<file path="config.mk">
export PLATFORM = sky130hd
export DESIGN_NAME = mem_arbiter
export DESIGN_NICKNAME = d
export VERILOG_FILES = /design/src/rtl/mem_arb_pkg.sv /design/src/rtl/mem_arb_pick.sv /design/src/rtl/mem_arbiter.sv
export SDC_FILE = /design/constraint.sdc
export NUM_CORES = 1
export LEC_CHECK = 0
export BUFFER_PORTS_ARGS = -buffer_cell sky130_fd_sc_hd__buf_2
export CAP_MARGIN = 20
export CORE_ASPECT_RATIO = 0.7
export CORE_MARGIN = 2
export CORE_UTILIZATION = 41
export CTS_CLUSTER_DIAMETER = 200
export CTS_CLUSTER_SIZE = 12
export DETAILED_ROUTE_END_ITERATION = 12
export PLACE_DENSITY = 0.76
export RECOVER_POWER = 100
export SETUP_SLACK_MARGIN = 0.2
export SLEW_MARGIN = 20
export SYNTH_ARGS = -nofsm -noshare
export SYNTH_HDL_FRONTEND = slang
export SYNTH_SLANG_ARGS = --single-unit
</file>
<file path="constraint.sdc">
create_clock -name clk -period 1.2 [get_ports clk]
set_input_delay 0.06 -clock clk [delete_from_list [all_inputs] [get_ports clk]]
set_output_delay 0.06 -clock clk [all_outputs]
set_load 0.05 [all_outputs]
</file>
<file path="src/rtl/mem_arb_pkg.sv">
// Shared constants and types for the two-port memory arbiter.
package mem_arb_pkg;

  localparam logic [1:0] ST_IDLE   = 2'd0;
  localparam logic [1:0] ST_ACCESS = 2'd1;
  localparam logic [1:0] ST_RESP   = 2'd2;

  localparam int MEM_DEPTH_DEF = 12;

  localparam logic PORT0 = 1'b0;
  localparam logic PORT1 = 1'b1;

  typedef enum logic [1:0] {
    S_IDLE   = ST_IDLE,
    S_ACCESS = ST_ACCESS,
    S_RESP   = ST_RESP
  } state_e;

endpackage

</file>
<file path="src/rtl/mem_arb_pick.sv">
// Two-way request picker. Policy set by MEM_ARB_ROUND_ROBIN_EN:
// defined = round-robin on ties against last_grant, undefined = port 0 priority.
module mem_arb_pick
  import mem_arb_pkg::*;
(
  input  logic p0_req_i,
  input  logic p1_req_i,
  input  logic last_grant_i,
  output logic grant_id_o,
  output logic grant_valid_o
);

`ifndef MEM_ARB_ROUND_ROBIN_EN
  logic unused_last_grant;
  assign unused_last_grant = last_grant_i;
`endif

  always_comb begin
    grant_valid_o = p0_req_i | p1_req_i;
    grant_id_o    = PORT0;
    if (p0_req_i && p1_req_i) begin
`ifdef MEM_ARB_ROUND_ROBIN_EN
      grant_id_o = ~last_grant_i;
`else
      grant_id_o = PORT0;
`endif
    end else if (p1_req_i) begin
      grant_id_o = PORT1;
    end
  end

endmodule

</file>
<file path="src/rtl/mem_arbiter.sv">
// Two-requester arbiter/sequencer for the shared word memory (IDLE -> ACCESS -> RESP).
// Tie policy selected in mem_arb_pick by MEM_ARB_ROUND_ROBIN_EN.
module mem_arbiter
  import mem_arb_pkg::*;
#(
  parameter int DATA_W    = 16,
  parameter int ADDR_W    = 16,
  parameter int MEM_DEPTH = MEM_DEPTH_DEF
) (
  input  logic              clk,
  input  logic              rst,
  input  logic              p0_req,
  input  logic              p0_we,
  input  logic [ADDR_W-1:0] p0_addr,
  input  logic [DATA_W-1:0] p0_wdata,
  output logic              p0_ack,
  output logic [DATA_W-1:0] p0_rdata,
  output logic              p0_err,
  input  logic              p1_req,
  input  logic              p1_we,
  input  logic [ADDR_W-1:0] p1_addr,
  input  logic [DATA_W-1:0] p1_wdata,
  output logic              p1_ack,
  output logic [DATA_W-1:0] p1_rdata,
  output logic              p1_err,
  output logic              mem_en,
  output logic [ADDR_W-1:0] mem_addr,
  output logic [DATA_W-1:0] mem_in,
  input  logic [DATA_W-1:0] mem_out
);

  localparam logic [ADDR_W:0] DEPTH = MEM_DEPTH[ADDR_W:0];

  state_e            state_q;
  logic              gnt_id_q, we_q, ok_q, mem_en_q;
  logic [ADDR_W-1:0] mem_addr_q;
  logic [DATA_W-1:0] mem_in_q;
  logic              p0_ack_q, p1_ack_q, p0_err_q, p1_err_q;
  logic [DATA_W-1:0] p0_rdata_q, p1_rdata_q;
  logic              last_grant_q;

  logic              grant_id, grant_valid;
  logic              sel_we_d, sel_ok_d;
  logic [ADDR_W-1:0] sel_addr_d;
  logic [DATA_W-1:0] sel_wdata_d, rdata_d;

  mem_arb_pick u_pick (
    .p0_req_i      (p0_req),
    .p1_req_i      (p1_req),
    .last_grant_i  (last_grant_q),
    .grant_id_o    (grant_id),
    .grant_valid_o (grant_valid)
  );

  always_comb begin
    sel_we_d    = (grant_id == PORT1) ? p1_we    : p0_we;
    sel_addr_d  = (grant_id == PORT1) ? p1_addr  : p0_addr;
    sel_wdata_d = (grant_id == PORT1) ? p1_wdata : p0_wdata;
    sel_ok_d    = ({1'b0, sel_addr_d} < DEPTH);
    rdata_d     = (!we_q && ok_q) ? mem_out : '0;
  end

  // last_grant_q is only read by the round-robin picker; fixed priority leaves it dead.
  always_ff @(posedge clk or negedge rst) begin
    if (!rst) begin
      state_q      <= S_IDLE;
      gnt_id_q     <= PORT0;
      we_q         <= 1'b0;
      ok_q         <= 1'b0;
      mem_en_q     <= 1'b0;
      mem_addr_q   <= '0;
      mem_in_q     <= '0;
      p0_ack_q     <= 1'b0;
      p1_ack_q     <= 1'b0;
      p0_err_q     <= 1'b0;
      p1_err_q     <= 1'b0;
      p0_rdata_q   <= '0;
      p1_rdata_q   <= '0;
      last_grant_q <= PORT1;
    end else begin
      p0_ack_q <= 1'b0;
      p1_ack_q <= 1'b0;
      case (state_q)
        S_IDLE: begin
          if (grant_valid) begin
            gnt_id_q     <= grant_id;
            we_q         <= sel_we_d;
            ok_q         <= sel_ok_d;
            mem_addr_q   <= sel_addr_d;
            mem_in_q     <= sel_wdata_d;
            mem_en_q     <= sel_we_d & sel_ok_d;
            last_grant_q <= grant_id;
            state_q      <= S_ACCESS;
          end
        end
        S_ACCESS: begin
          mem_en_q <= 1'b0;
          if (gnt_id_q == PORT1) begin
            p1_ack_q   <= 1'b1;
            p1_rdata_q <= rdata_d;
            p1_err_q   <= ~ok_q;
          end else begin
            p0_ack_q   <= 1'b1;
            p0_rdata_q <= rdata_d;
            p0_err_q   <= ~ok_q;
          end
          state_q <= S_RESP;
        end
        S_RESP:  state_q <= S_IDLE;
        default: state_q <= S_IDLE;
      endcase
    end
  end

  assign mem_en   = mem_en_q;
  assign mem_addr = mem_addr_q;
  assign mem_in   = mem_in_q;
  assign p0_ack   = p0_ack_q;
  assign p1_ack   = p1_ack_q;
  assign p0_rdata = p0_rdata_q;
  assign p1_rdata = p1_rdata_q;
  assign p0_err   = p0_err_q;
  assign p1_err   = p1_err_q;

endmodule

</file>
==> results of run 1 <==
## worst max path at each step
stage | start | end | slack, ns | cells after the start
2_1_floorplan | state_q[1] | mem_addr[0] | 0.07 | 6
3_3_place_gp | p0_req | mem_in[7] | 0.06 | 5
3_5_place_dp | p0_req | mem_addr[10] | 0.02 | 5
4_1_cts | state_q[1] | mem_en | 0.04 | 4
5_1_grt | state_q[0] | p1_rdata[10] | -0.08 | 4
6_report | state_q[1] | p1_rdata[10] | -0.03 | 4
## metal layers
| metal | vias to the layer above | track usage [%] |
|---|---|---|
| li1 | 1473 | - |
| met2 | 124 | 41.1 |
| met1 | 1459 | 27.0 |
| met4 | 0 | 7.56 |
| met3 | 29 | 7.65 |
| met5 | - | 0 |
## synth_stat cells, types with 2 or more instances
cell type and number:
nand2b_1 2, a21oi_1 2, nor4_1 6, clkbuf_1 6, o21ai_1 4, inv_1 4
dfrtp_1 74, a31o_1 2, nand2_1 85, nor2_1 2, mux2i_1 32, buf_2 9
buf_8 3, o21ai_0 63
## power by group through the flow
| stage | sequential (mW) | combinational [mW] | clock, mW |
|---|---|---|---|
| 3_5_place_dp | 3.57 | 4.96 | 0 |
| 5_1_grt | 3.68 | 5.87 | 2.86 |
| 3_3_place_gp | 3.56 | 4.86 | 0 |
| 4_1_cts | 3.64 | 5.84 | 2.73 |
| 2_1_floorplan | 5.75 | 1.62 | 0 |
| 6_report | 3.61 | 5.52 | 2.69 |
## logic make-up (layout without fill, tap and decap cells)
family                 Yosys count  in the layout  synth area share [%]
DFF                             74             74                  59.1
AOI/OAI and AO/OA               76             76                  12.9
muxes                           32             32                  10.2
buffers and inverters           24            247                  4.59
and+or+nand+nor                100            100                  13.1
## through the flow
stage	cell area (um2)	util, %	hold WS (ns)	TNS [ns]	worst slack, ns
final	5000	68.0	0.00877	-0.0254	-0.0254
after global routing	5000	68.0	0.00153	-1.05	-0.0762
after CTS	5160	70.2	0.0000656	0	0.0434
after detailed placement	4100	55.8	0.107	0	0.0223
after global placement	4100	55.8	0.0991	0	0.0627
after floorplan	3230	-	-0.236	0	0.0686
## worst max-delay path, delay by kind of cell (launching register included)
kind	cells	cell delay, ns
flops	1	0.45
simple gates	2	0.32
buf+inv	1	0.19
compound gates	1	0.18
## state kept, by name, summed over array words and instances, names as in the netlist
name and cells:
p0_ack 1, state_q 2, p0_err 1, p1_rdata 16, mem_in 16, ok_q 1
p1_ack 1, p1_err 1, gnt_id_q 1, we_q 1, mem_en 1, p0_rdata 16
mem_addr 16
## layout make-up
type	instances	area, um2	area share, %
repair buffers	227	1530	30.7
clock inverters	4	120	2.40
flip-flops and latches	74	1850	37.1
multi-input cells	208	1190	23.8
clock buffers	12	165	3.31
inverters	4	15.0	0.301
well taps	98	123	2.45
## what timing repair did
item | CTS | global route
hold endpoints to repair | 119 | 0
hold buffers | 42 | 0
setup endpoints to repair | 138 | 136
cloned | 1 | 1
gates resized for setup | 104 | 43
pin swaps | 2 | 0
buffers inserted | 3 | 13
==> run summary, run 1 <==
The flow ran to the end, but the final reports show violations. The final reports fail on setup timing. The initial utilization of the core area, before any placement, comes to 42.6%.

STA puts the critical path data required time at 1.46 ns. The worst-path maximum fanout is 17. Setup violations remaining at the end of the flow were counted as 2. The die outline height came out at 77.1 um. The first global-routing pass estimated 15.2 mm of wire. The type of destination of the critical path is a register. The area growth from synthesis to final layout came out at 59.5%. The switching power summed over all nets is around 5.2 mW. The routed wire length on met2 came out at slightly above 5 mm. The register-to-register setup slack is -0.03 ns. The share of total power in the clock network came out at roughly 23%. In this run the tool buffered the top-level ports with ~150 buffer cells. Counting flops and latches in the post-synthesis netlist gives 74. The final worst-path cycle share is 102%.

For this design the static power due to leakage is 2.67 nW. The synthesized area per cell is 10.2 um2. The worst reg2reg path depth is 4.

The final cell count without fillers is approximately 630. The critical path is of the reg2reg type. The worst hold path was traced through 3 stages. The maximum ir drop on the vdd rail came out at between 1000 and 1500 uV. The post-synthesis cell count is 306. The primary flip-flop cell chosen by synthesis mapping is dfrtp_1. Data arrives at the worst endpoint at between 1 and 1.5 ns. The min-delay analysis places its worst path in the category in2reg. The largest total area in the synthesized netlist belongs to dfrtp_1. The count of nets left with antenna violations once routing finished came out at 0. The proportion of synthesized chip area in sequential cells came out at 59.1%. The total clock buffers created by CTS came out at 9. For this design, the slowest cell found on the critical path is dfrtp_1. The transition at the pin with the smallest max-transition slack is 0.664 ns. In this run, the combinational gates consume 46.7% of the power. The total number of vias came out at 3085. In this design, the stage delay of the slowest critical-path cell is 0.45 ns. The post-synthesis cell type count came out at 26. Yosys attributes the largest share of cell area to dfrtp_1 59%, mux2i_1 10%, nand2_1 10%. The HPWL reported at the end of detailed placement came out at 5.70 mm. The endpoint identified for the worst register-to-register timing path is p1_rdata[10]. The source of the worst hold timing path is p1_wdata[2]. The routability congestion estimate from global placement came out at 0.835. The area of the mapped netlist is 3130 um2. After detailed placement, the design holds a cell count of about 550. For this run, the total global-route usage over all layers was measured as 23.5%. In this run the count of I/O pins placed on the die edge is 155. The antenna cell count came out at 0.

Of the cells placed in the final design, the portion with a size suffix greater than 1 is 40.1%. The clock-pin slew of the registers on the worst-case setup and hold paths is 0.08 ns. The CTS H-tree depth is 3.

The number of slew-limit violations in the final report is 0. The total wire length after detailed routing is a little under 10 mm. The number of global-route vias before repair came out at about 3100. The length of the first detailed-routing pass in iterations is 4. The longest clock path from root to sink contains 2 buffers.

The register share of total power is 30.6%. The clock period minus worst slack came out at 1.23 ns. Of all flip-flops after synthesis, the portion carrying an async set or reset was 100%. The initial antenna violation count came out at 0. The clock latency of the later-clocked register in the worst-skew pair is approximately 0.35 ns. The wire length on met1 is 3.99 mm. The tree built by TritonCTS fans out to 74 sinks. The count of endpoints failing hold in the final timing report came out at 0.

The count of flip-flops with a built-in enable after synthesis came out at 0. The final routed DRC violation total is 0. After the first detailed-routing iteration, the DRC count stood at 207. The area enclosed by the die boundary is 8360 um2. The worst register-to-register path begins at state_q[1]. In the layout the commonest cells are 84 x buf_2, 83 x nand2_1, 74 x dfrtp_1, 69 x clkbuf_2, 60 x o21ai_1. The worst relative slew slack came out at between 50% and 60%.

The met3 wirelength from detailed routing is slightly above 500 um. The setup slack after layout is -0.0254 ns. The path with the worst hold slack has its endpoint at mem_in[2]. The top routing layer in use is met4.

The total congestion overflow after global routing came out at 0. The internal portion of the total power is 6.59 mW. Setup repair after global routing could not meet its margin everywhere. Of the post-synthesis cell area, the dominant cell type holds 59.1%.

The fraction of power spent switching nets came out at 44.3%. The layout has 625 filler cells. The warning count from the yosys run is 0. The startpoint type of the worst setup path is a register. The detailed-route vias per instance is 4.92. The highest clock rate came out at 816 MHz. The critical path goes through nor2b_4 -> nand2_4 -> clkbuf_16 -> o21ai_1.

The setup clock skew after layout came out at about 0.0066 ns. The die extent in x came out at 108 um. The most common cell after layout, fill and taps aside is buf_2. Total power for the finished layout comes to 11.8 mW. The pin count of the biggest net entering global routing came out at 75. The net count of the finished layout is 610. The TritonCTS clock tree is done. The max-cap check violation count is 0. Clock tree synthesis selected as its root buffer the cell clkbuf_8. The average wire length per cell after detail routing is around 16 um. The floorplan step defined a core boundary enclosing 7350 um2. The post-synthesis net count came out at 392. The power density normalized to cell area is 2360 nW/um2.

The number of rows in the core area is 26.
Power figures use the tool's default switching activity.
==> inputs of run 2 (changes only) <==
--- a/config.mk
+++ b/config.mk
@@ -5,16 +5,15 @@
 export SDC_FILE = /design/constraint.sdc
 export NUM_CORES = 1
 export LEC_CHECK = 0
-export BUFFER_PORTS_ARGS = -buffer_cell sky130_fd_sc_hd__buf_2
 export CAP_MARGIN = 20
 export CORE_ASPECT_RATIO = 0.7
 export CORE_MARGIN = 2
-export CORE_UTILIZATION = 41
+export CORE_UTILIZATION = 62
 export CTS_CLUSTER_DIAMETER = 200
 export CTS_CLUSTER_SIZE = 12
 export DETAILED_ROUTE_END_ITERATION = 12
-export PLACE_DENSITY = 0.76
-export RECOVER_POWER = 100
+export DONT_BUFFER_PORTS = 1
+export PLACE_DENSITY = 0.78
 export SETUP_SLACK_MARGIN = 0.2
 export SLEW_MARGIN = 20
 export SYNTH_ARGS = -nofsm -noshare
==> constraint.sdc (replaced) <==
create_clock -name clk -period 1.3 [get_ports clk]
set_input_delay 0.065 -clock clk [delete_from_list [all_inputs] [get_ports clk]]
set_output_delay 0.065 -clock clk [all_outputs]
set_load 0.05 [all_outputs]
==> run 2 against run 1 <==
  * The flow now stops in clock tree synthesis
  * Area after synthesis did not move
  * Synthesized cell count did not move
==> run summary, run 2 <==
Run status: stopped before the end (was complete, but fails checks). The failing step is clock tree synthesis. The tool reported: "[ERROR DPL-0038] Utilization greater than 100%, impossible to legalize". The area of the mapped netlist was 3130 um2 (unchanged). The leading area contributor after synthesis is dfrtp_1 (unchanged). The cell with the most instances after synthesis is nand2_1 (unchanged). The post-cts gate resize count is 17 (was 104).

The area share of the largest cell type after synthesis was 59.1% (unchanged). The I/O pin total is 155 (unchanged). The warning count from the yosys run is 0 (unchanged). The clock sink count came out at 74 (unchanged). The count of flip-flops with a built-in enable after synthesis is 0 (unchanged).

The async set-reset flop share out of synthesis is 100% (unchanged). The die outline height is 63.5 um (was 77.1 um). The HPWL reported at the end of detailed placement was 5.19 mm (was 5.70 mm). The die extent in x is 88.9 um (was 108 um). The CTS H-tree depth came out at 3 (unchanged).

The maximum clock path buffer count is 2 (unchanged). The number of buffers added on ports is 0 (was 154). Cell types occupying the most area after synthesis: dfrtp_1 59%, mux2i_1 10%, nand2_1 10% (unchanged). The post-synthesis cell type count is 26 (unchanged). The number of rows in the core area is 21 (was 26).

The quantity of hold-fixing buffers added after cts is 81 (was 42). The post-synthesis net count is 392 (unchanged). The routability congestion estimate from global placement came out at 0.785 (was 0.835).

The number of setup buffers added after CTS came out at 3 (unchanged). The post-synthesis cell count is 306 (unchanged). The proportion of synthesized chip area in sequential cells is 59.1% (unchanged). Leading cell types by count after synthesis: 85 x nand2_1, 74 x dfrtp_1, 63 x o21ai_0 (unchanged). The clock root buffer master is clkbuf_8 (unchanged). The synthesized area per cell came out at 10.2 um2 (unchanged). The primary flip-flop cell chosen by synthesis mapping was dfrtp_1 (unchanged). The total clock buffers created by CTS came to 9 (unchanged). The effective utilization at floorplan came out at 64.8% (was 42.6%). The flip-flop and latch count after synthesis came out at 74 (unchanged).
-- run 2: cell families after synthesis --
family | synth area share [%]
muxes | 10.2
and+or+nand+nor | 13.1
DFF | 59.1
buffers and inverters | 4.59
AOI/OAI and AO/OA | 12.9
-- run 2: per-stage QoR --
stage | util [%] | hold slack (ns) | cells | setup slack (ns) | area (um2)
after floorplan | - | -0.231 | 306 | 0.157 | 3190
after global placement | 76.8 | -0.229 | 430 | 0.108 | 3710
after detailed placement | 76.8 | -0.229 | 430 | 0.0237 | 3710
==> inputs of run 3 (changes only) <==
--- a/config.mk
+++ b/config.mk
@@ -6,15 +6,11 @@
 export NUM_CORES = 1
 export LEC_CHECK = 0
 export CAP_MARGIN = 20
-export CORE_ASPECT_RATIO = 0.7
 export CORE_MARGIN = 2
-export CORE_UTILIZATION = 62
-export CTS_CLUSTER_DIAMETER = 200
-export CTS_CLUSTER_SIZE = 12
+export CORE_UTILIZATION = 40
 export DETAILED_ROUTE_END_ITERATION = 12
 export DONT_BUFFER_PORTS = 1
-export PLACE_DENSITY = 0.78
-export SETUP_SLACK_MARGIN = 0.2
+export PLACE_DENSITY_LB_ADDON = 0.15
 export SLEW_MARGIN = 20
 export SYNTH_ARGS = -nofsm -noshare
 export SYNTH_HDL_FRONTEND = slang
==> run 3 against run 2 <==
  * The flow now finishes, with violations (hold timing)
==> run summary, run 3 (synthesis gave the netlist of run 1 again) <==
The TritonCTS clock tree is done. At the worst endpoint, the arrival time is 1.50 ns. The number of setup buffers added after CTS is 0 (was 3). The clock root buffer master is clkbuf_8 (unchanged).

In this run the worst path has a maximum fanout of 1. The maximum ir drop on the vdd rail is around 1500 uV. The top routing layer in use is met4. The antenna cell count is 0. After detailed routing, the wire length on met1 is 3.32 mm. The clock latency of the later-clocked register in the worst-skew pair is 0.34 ns. The clock sink count is 74 (unchanged). The number of filler instances in the final layout is between 600 and 700.

The worst relative slew slack is 70.7%. The detailed-route vias per instance came out at between 4 and 5. The final cell utilization of the core came out at 62.7%. The HPWL reported at the end of detailed placement is 4.86 mm (was 5.19 mm). The number of rows in the core area came out at 32 (was 21). Across the run, the number of max-cap violations was 0.

The quantity of hold-fixing buffers added after cts is 82 (was 81). The effective utilization at floorplan is 41.0% (was 64.8%). Detailed routing placed a total of 576 um of wire on met3. The static leakage power is 2.36 nW. The post-route setup TNS came out at 0 ns.

For this run, the post-layout net count is 541. The region available for standard cell placement spans between 7000 and 8000 um2. In this run the worst setup path begins at p1_wdata[15]. The checks that failed: hold timing. The number of global-route vias before repair was 2828.

The total clock buffers created by CTS came to 9 (unchanged). The count of endpoints failing hold in the final timing report is 74. Relative to the synthesized area, the layout overhead comes to 53.1%. The required time of the critical path is 1.50 ns. The routability congestion estimate from global placement came out at 0.739 (was 0.785). The total wire length after detailed routing is approximately 8.2 mm. The number of endpoints failing setup at the final stage came out at 0. The final worst-path cycle share is 99.6%. In the layout the commonest cells are 85 x nand2_1, 82 x dlygate4sd3_1, 74 x dfrtp_1, 72 x buf_4, 62 x o21ai_0. Setup repair after global routing left no endpoint under its margin. The global router's overall resource usage came out at 19.8%. The power density normalized to cell area is 2050 nW/um2. The type of destination of the critical path is a register. The initial antenna violation count came out at 0. The transition at the pin with the smallest max-transition slack is between 0.4 and 0.5 ns. The total number of vias came out at 2710. The maximum clock path buffer count came to 2 (unchanged). The total congestion overflow after global routing came out at 0. The die extent in x is 92.5 um (was 88.9 um).

The post-route worst hold slack came out at -0.588 ns. For this run, the top clock speed supported by timing is 772 MHz. After detailed routing, the average wire length per cell comes to 14.6 um.

The detail route stage leaves a number of antenna-violating nets equal to 0. The clock period minus worst slack came out at between 1 and 1.5 ns. Leaving out fill and tap cells, the most frequent cell in the layout is nand2_1. The launch instance of the worst register-to-register path is state_q[0]. The first-pass GRT wire length came out at 13.3 mm. The routed wire length on met2 came out at 4.25 mm. The path class of the tightest hold or removal check is in2async. Run status: complete, but fails checks (was stopped before the end). The number of buffers added on ports is 0 (unchanged). The pin count of the biggest net entering global routing came out at 75.

Cells with a size suffix above 1 make up between 20% and 30% of the layout. The floorplan step defined a die boundary enclosing 8550 um2. Clock-pin slew was measured on the worst setup and hold paths at around 0.080 ns.

The length of the first detailed-routing pass in iterations is 4. STA classifies the critical path startpoint as an input pin. The die outline height came to 92.5 um (was 63.5 um). The CTS H-tree depth was 3 (unchanged). The number of slew-limit violations in the final report came out at 0.

The I/O pin total came out at 155 (unchanged). The final routed DRC violation total came out at 0. For this block, the initial DRC count from the detailed router was 67. The setup clock skew after layout is roughly 0.0076 ns. By startpoint and endpoint, the worst setup path is classified as in2reg.
run 3: area by class of cell:
class,count,area (um2),share of cell area [%]
sequential,74,1850,38.6
clock inverter,5,52.6,1.10
multi-input combinational,208,1150,24.1
timing repair buffer,158,1440,30.1
tap,102,128,2.66
clock buffer,11,151,3.16
inverter,4,15.0,0.313
run 3: timing repair:
action                                  4_1_cts  5_1_grt
endpoints found under the setup margin        0       28
hold endpoints to repair                    141       74
gates resized for setup                       0        3
run 3: final timing paths:
kind	endpoint	slack, ns	depth (start not counted)
setup / recovery	mem_in[15]	0.005	4
hold / removal	p1_rdata[2]	-0.59	0
setup reg to reg	mem_addr[3]	0.11	5
hold reg to reg	mem_in[1]	0.48	2
max in group asynchronous	mem_addr[15]	1.76	0
min in group clk	we_q	0.07	3
run 3: where the power goes:
group          total [mW]  leakage (nW)  switching, mW  internal (mW)
Clock                1.82         0.105          0.840          0.982
Sequential           3.39         0.967          0.444           2.95
Combinational        4.64          1.29           3.17           1.47
Total                9.85          2.36           4.45           5.40
run 3: worst max-delay path: stages:
cell           delay (ns)
dlygate4sd3_1        0.56
mux2i_1              0.21
dlygate4sd3_1        0.58
o21ai_0              0.08
run 3: per-layer routing:
metal / track usage [%] / vias up
li1: - / 1332
met1: 23.4 / 1273
met2: 34.4 / 97
met3: 6.59 / 8
met4: 5.60 / 0
met5: 0 / -
run 3: metrics by stage:
step | area [um2] | worst slack [ns] | std cells | power, mW | hold slack (ns)
6_report | 4790 | 0.00548 | 562 | 9.85 | -0.588
5_1_grt | 4790 | 0.00811 | 562 | 10.4 | -0.616
4_1_cts | 4790 | 0.0578 | 562 | 9.86 | -0.606
3_5_place_dp | 3760 | 0.0598 | 464 | 7.81 | -0.229
3_3_place_gp | 3760 | 0.114 | 464 | 7.74 | -0.229
2_1_floorplan | 3130 | 0.0742 | 306 | 6.43 | -0.231
